==> src/rtl/wb_port_arbiter.sv <==
// Register-file write-port arbiter: pipeline writeback wins, long-latency results queue and drain into idle cycles.
// Optional macro WB_BYPASS_EN lets an ll result skip the empty FIFO and write in the same cycle.
module wb_port_arbiter #(
  parameter int DEPTH        = 4,
  parameter int STARVE_LIMIT = 8
) (
  input  logic                     clk,
  input  logic                     rst,
  input  logic                     pipe_regwrite,
  input  logic [4:0]               pipe_rd,
  input  logic [31:0]              pipe_data,
  input  logic                     ll_valid,
  output logic                     ll_ready,
  input  logic [4:0]               ll_rd,
  input  logic [31:0]              ll_data,
  output logic                     rf_we,
  output logic [4:0]               rf_rd,
  output logic [31:0]              rf_data,
  output logic                     stall_req,
  input  logic [4:0]               query_rd,
  output logic                     query_hit,
  output logic [$clog2(DEPTH):0]   fifo_count
);

  localparam int AW = $clog2(DEPTH);
  localparam int SW = $clog2(STARVE_LIMIT + 1);
  localparam logic [AW:0]   DEPTH_C = (AW+1)'(DEPTH);
  localparam logic [SW-1:0] LIMIT_C = SW'(STARVE_LIMIT);

  logic [4:0]    mem_rd   [DEPTH];
  logic [31:0]   mem_data [DEPTH];
  logic [AW-1:0] wr_ptr, rd_ptr, idx;
  logic [AW:0]   count;
  logic [SW-1:0] starve, starve_next;
  logic          pipe_active, fifo_empty, pop, push, bypass, stall_next;

  always_comb begin
    fifo_empty  = (count == (AW+1)'(0));
    pipe_active = pipe_regwrite && (pipe_rd != 5'd0) && !stall_req;
    ll_ready    = (count < DEPTH_C);
    bypass      = 1'b0;
`ifdef WB_BYPASS_EN
    bypass      = fifo_empty && !pipe_active && ll_valid && (ll_rd != 5'd0);
`endif
    pop         = !pipe_active && !fifo_empty;
    push        = ll_valid && ll_ready && (ll_rd != 5'd0) && !bypass;
    rf_we       = 1'b0;
    rf_rd       = 5'd0;
    rf_data     = 32'd0;
    if (pipe_active) begin
      rf_we   = 1'b1;
      rf_rd   = pipe_rd;
      rf_data = pipe_data;
    end else if (!fifo_empty) begin
      rf_we   = 1'b1;
      rf_rd   = mem_rd[rd_ptr];
      rf_data = mem_data[rd_ptr];
    end else if (bypass) begin
      rf_we   = 1'b1;
      rf_rd   = ll_rd;
      rf_data = ll_data;
    end else begin
      rf_we   = 1'b0;
    end
    if (rst) begin
      rf_we = 1'b0;
    end else begin
      rf_we = rf_we;
    end
  end

  // Starvation counter saturates; stall is raised on the edge the counter reaches the limit.
  always_comb begin
    if (fifo_empty || pop) begin
      starve_next = SW'(0);
    end else if (starve == LIMIT_C) begin
      starve_next = LIMIT_C;
    end else begin
      starve_next = starve + 1'b1;
    end
    stall_next = !stall_req && (starve_next == LIMIT_C);
  end

  always_comb begin
    query_hit = 1'b0;
    idx       = rd_ptr;
    for (int i = 0; i < DEPTH; i++) begin
      idx = rd_ptr + AW'(i);
      if (((AW+1)'(i) < count) && (mem_rd[idx] == query_rd)) begin
        query_hit = 1'b1;
      end else begin
        query_hit = query_hit;
      end
    end
    if (query_rd == 5'd0) begin
      query_hit = 1'b0;
    end else begin
      query_hit = query_hit;
    end
  end

  always_ff @(posedge clk or posedge rst) begin
    if (rst) begin
      wr_ptr    <= AW'(0);
      rd_ptr    <= AW'(0);
      count     <= (AW+1)'(0);
      starve    <= SW'(0);
      stall_req <= 1'b0;
    end else begin
      if (push) wr_ptr <= wr_ptr + 1'b1;
      if (pop)  rd_ptr <= rd_ptr + 1'b1;
      case ({push, pop})
        2'b10:   count <= count + 1'b1;
        2'b01:   count <= count - 1'b1;
        default: count <= count;
      endcase
      starve    <= starve_next;
      stall_req <= stall_next;
    end
  end

  // Storage needs no reset: occupancy alone decides which slots are meaningful.
  always_ff @(posedge clk) begin
    if (push) begin
      mem_rd[wr_ptr]   <= ll_rd;
      mem_data[wr_ptr] <= ll_data;
    end
  end

  assign fifo_count = count;

endmodule

==> config.mk <==
export PLATFORM = sky130hd
export DESIGN_NAME = wb_port_arbiter
export DESIGN_NICKNAME = d
export VERILOG_FILES = /design/src/rtl/wb_port_arbiter.sv
export SDC_FILE = /design/constraint.sdc
export NUM_CORES = 1
export LEC_CHECK = 0
export ABC_AREA = 1
export CAP_MARGIN = 20
export CORE_ASPECT_RATIO = 1.25
export CORE_MARGIN = 4
export CORE_UTILIZATION = 53
export DETAILED_ROUTE_END_ITERATION = 16
export GPL_TIMING_DRIVEN = 1
export PLACE_DENSITY_LB_ADDON = 0.2
export SLEW_MARGIN = 25
export SYNTH_ARGS = -nofsm -noshare
export SYNTH_HDL_FRONTEND = slang
export SYNTH_SLANG_ARGS = --single-unit
==> constraint.sdc <==
create_clock -name clk -period 3.3 [get_ports clk]
set_input_delay 0.33 -clock clk [delete_from_list [all_inputs] [get_ports clk]]
set_output_delay 0.33 -clock clk [all_outputs]
set_load 0.02 [all_outputs]
==> results.yml <==
synthesis:
  synth_warnings: 0
  syn_inst: 692
  synth_top_area_cell: "edfxtp_1"
  synth_cell_types: 26
  ys_ff_latch: 160
  synth.area.top_cells: "edfxtp_1, nand2_1, dfrtp_1"
  netlist_area_mm2: 0.007284
  ys_seq_area_share_pct: 65.13
  synth_area_per_cell_um2: 10.53
  syn_nets: 786
  yosysTopAreaCellShare_pct: 61.01
timing:
  final.setup.tns_ns: 0
  fin_ws_ns: 0.2094
  max_slew_margin_pct: 67.27
  finalSetupViolCount: 0
  clock_skew_ns: 0.007019
  worst_pin_slew_ns: 0.4903
  grt_setup_unrepaired: "no"
  fmax_mhz: 323.6
  maxSlewViolCount: 0
  min_period_ns: 3.091
  final_hold_viol_count: 0
  min_period_over_period_pct: 93.65
power_and_ir_drop:
  power_density_mw_per_mm2: 838.1
  peakVddDrop_uv: 535.0
  power_leakage_nw: 3.620
setup_path:
  startpoint_type: "flip-flop"
  cp.depth: 7
  slowest_stage: "clkdlybuf4s50_1"
  reg2reg_setup_slack_ns: 1.24
  r2r_end: "fifo_count[2]"
  reg2reg_depth: 10
  endpoint: "rf_data[15]"
  critPathCaptureType: "output port"
  crit_family: "buffers and inverters"
  max_stage_delay_ns: 0.64
  crit_chain: "buf_8 > nand2_1 > inv_1 > buf_4 > a221oi_1 > o21ai_0 > clkdlybuf4s50_1"
  timing.rr.start: "fifo_count[0]"
  arrival_ns: 2.76
  startpoint: "rd_ptr[0]"
  crit_buf_inv: 4
  worstSetupPathType: "reg2out"
  path_max_fanout: 32
  crit_required_ns: 2.97
grt:
  grt_use_total_pct: 23.33
  antenna_found_initial: 0
  grt_pass1_vias: 5746
  overflow: 0
  grt_pass1_wl_um: 28510
  grt_max_degree: 38
cts:
  cts_root_buffer: "clkbuf_16"
  worstSkewPairLatency_ns: 0.42
  hold_buffers: 0
  cts_buffers: 17
  cts.sinks: 160
  ctsLongestPathBuffers: 2
  clk_pin_slew_ns: 0.07
  htreeDepth: 4
  cts_tree: "yes"
finish:
  finalNetCount: 913
  diodes: 0
  mostFrequentLayoutCells: "nand2_1, edfxtp_1, clkdlybuf4s50_1"
  area_growth_pct: 28.72
  drive_gt1_share_pct: 7.692
  layout.cells.most_common: "nand2_1"
run:
  cap_violations: 0
drt:
  drt_iter0_drc: 475
  antenna_left: 0
  first_pass_iters: 5
  vias: 5610
  via_per_inst: 5.593
  drc_errors: 0
  wl_um: 18080
  wire_per_inst_um: 18.02
placed_design:
  io_buffers: 126
  place.detailed.hpwl_um: 11610
  gp_congestion: 0.8996
  place_ws_ns: 0.3234
die:
  rows: 47
  coreArea_mm2: 0.01335
  dieArea_mm2: 0.01570
  ios: 127
  start_util_pct: 54.57
  die_h_um: 139.1
  die_x_um: 112.9
run_status:
  status: "finished clean"
min_path:
  hold_path.class: "in2async"
where the power goes:
group          internal, W  switching [W]
Clock             0.000998       0.000858
Combinational      0.00121        0.00209
Sequential         0.00256       0.000139
Total              0.00477        0.00309
final cells by class:
| type | instances | area [µm²] |
|---|---|---|
| tap | 171 | 214.0 |
| timing repair buffer | 141 | 1441 |
| sequential | 160 | 4747 |
| fill | 947 | 3973 |
| multi-input combinational | 458 | 2253 |
| clock buffer | 17 | 425.4 |
| clock inverter | 15 | 138.9 |
| inverter | 41 | 156.4 |
repair_timing:
| action | 4_1_cts | 5_1_grt |
|---|---|---|
| gates cloned | 0 | 0 |
| gates resized for setup | 2 | 8 |
| setup endpoints to repair | 1 | 32 |
| buffers inserted | 0 | 1 |
worst min-delay path by stage:
stage / from / to / depth (start not counted)
2_1_floorplan: rst / fifo_count[0] / 1
3_3_place_gp: starve[0] / starve[0] / 1
3_5_place_dp: starve[0] / starve[0] / 1
4_1_cts: rst / wr_ptr[0] / 2
5_1_grt: rst / wr_ptr[0] / 2
6_report: rst / wr_ptr[0] / 2
cell families after synthesis:
family	after synthesis	synth area share (%)
flops	160	65.13
fa+ha+maj	11	1.889
xor+xnor	7	0.8417
simple gates	323	17.85
compound gates	117	9.773
buf+inv	74	4.517
state kept, by name, summed over array words and instances, names as in the netlist:
register and cells:
mem_data 128, mem_rd 20, starve 4, fifo_count 3, rd_ptr 2, wr_ptr 2
stall_req 1
synth_stat cells (all sizes together):
cell type  count
nor2          23
a221oi        32
edfxtp       148
nand3         47
o21ai         44
dfrtp         12
buf           16
xor2           5
clkbuf        17
ha            11
nand4          1
o22ai          2
nor3           5
xnor2          2
a21oi         39
inv           41
nand2        247
worst reg2reg max path, delay by kind of cell, from the launching register on:
family          cells  cell delay [ns]
xor+xnor            1             0.13
fa+ha+maj           2             0.52
buf+inv             3             0.27
flops               1             0.46
simple gates        3             0.47
compound gates      1             0.11
routing by layer:
| layer | GRT usage, % | up-vias | routed length (µm) |
|---|---|---|---|
| li1 | - | 2672 | - |
| met1 | 28.17 | 2707 | 7239 |
| met3 | 4.452 | 27 | 1080 |
| met2 | 41.26 | 204 | 9430 |
| met5 | 0 | - | 0 |
| met4 | 8.544 | 0 | 325 |
stage by stage:
step	area [µm²]	hold slack (ns)	utilization, %	cells	total power [W]
5_1_grt	9376	0.3015	70.24	1003	0.008330
3_5_place_dp	8772	0.5050	65.71	970	0.005995
3_3_place_gp	8772	0.4846	65.71	970	0.005870
6_report	9376	0.2720	70.24	1003	0.007859
4_1_cts	9343	0.2712	69.99	1002	0.007852
2_1_floorplan	7284	0.1947	-	692	0.004813
Note: power is estimated with default switching activity, not from simulation.
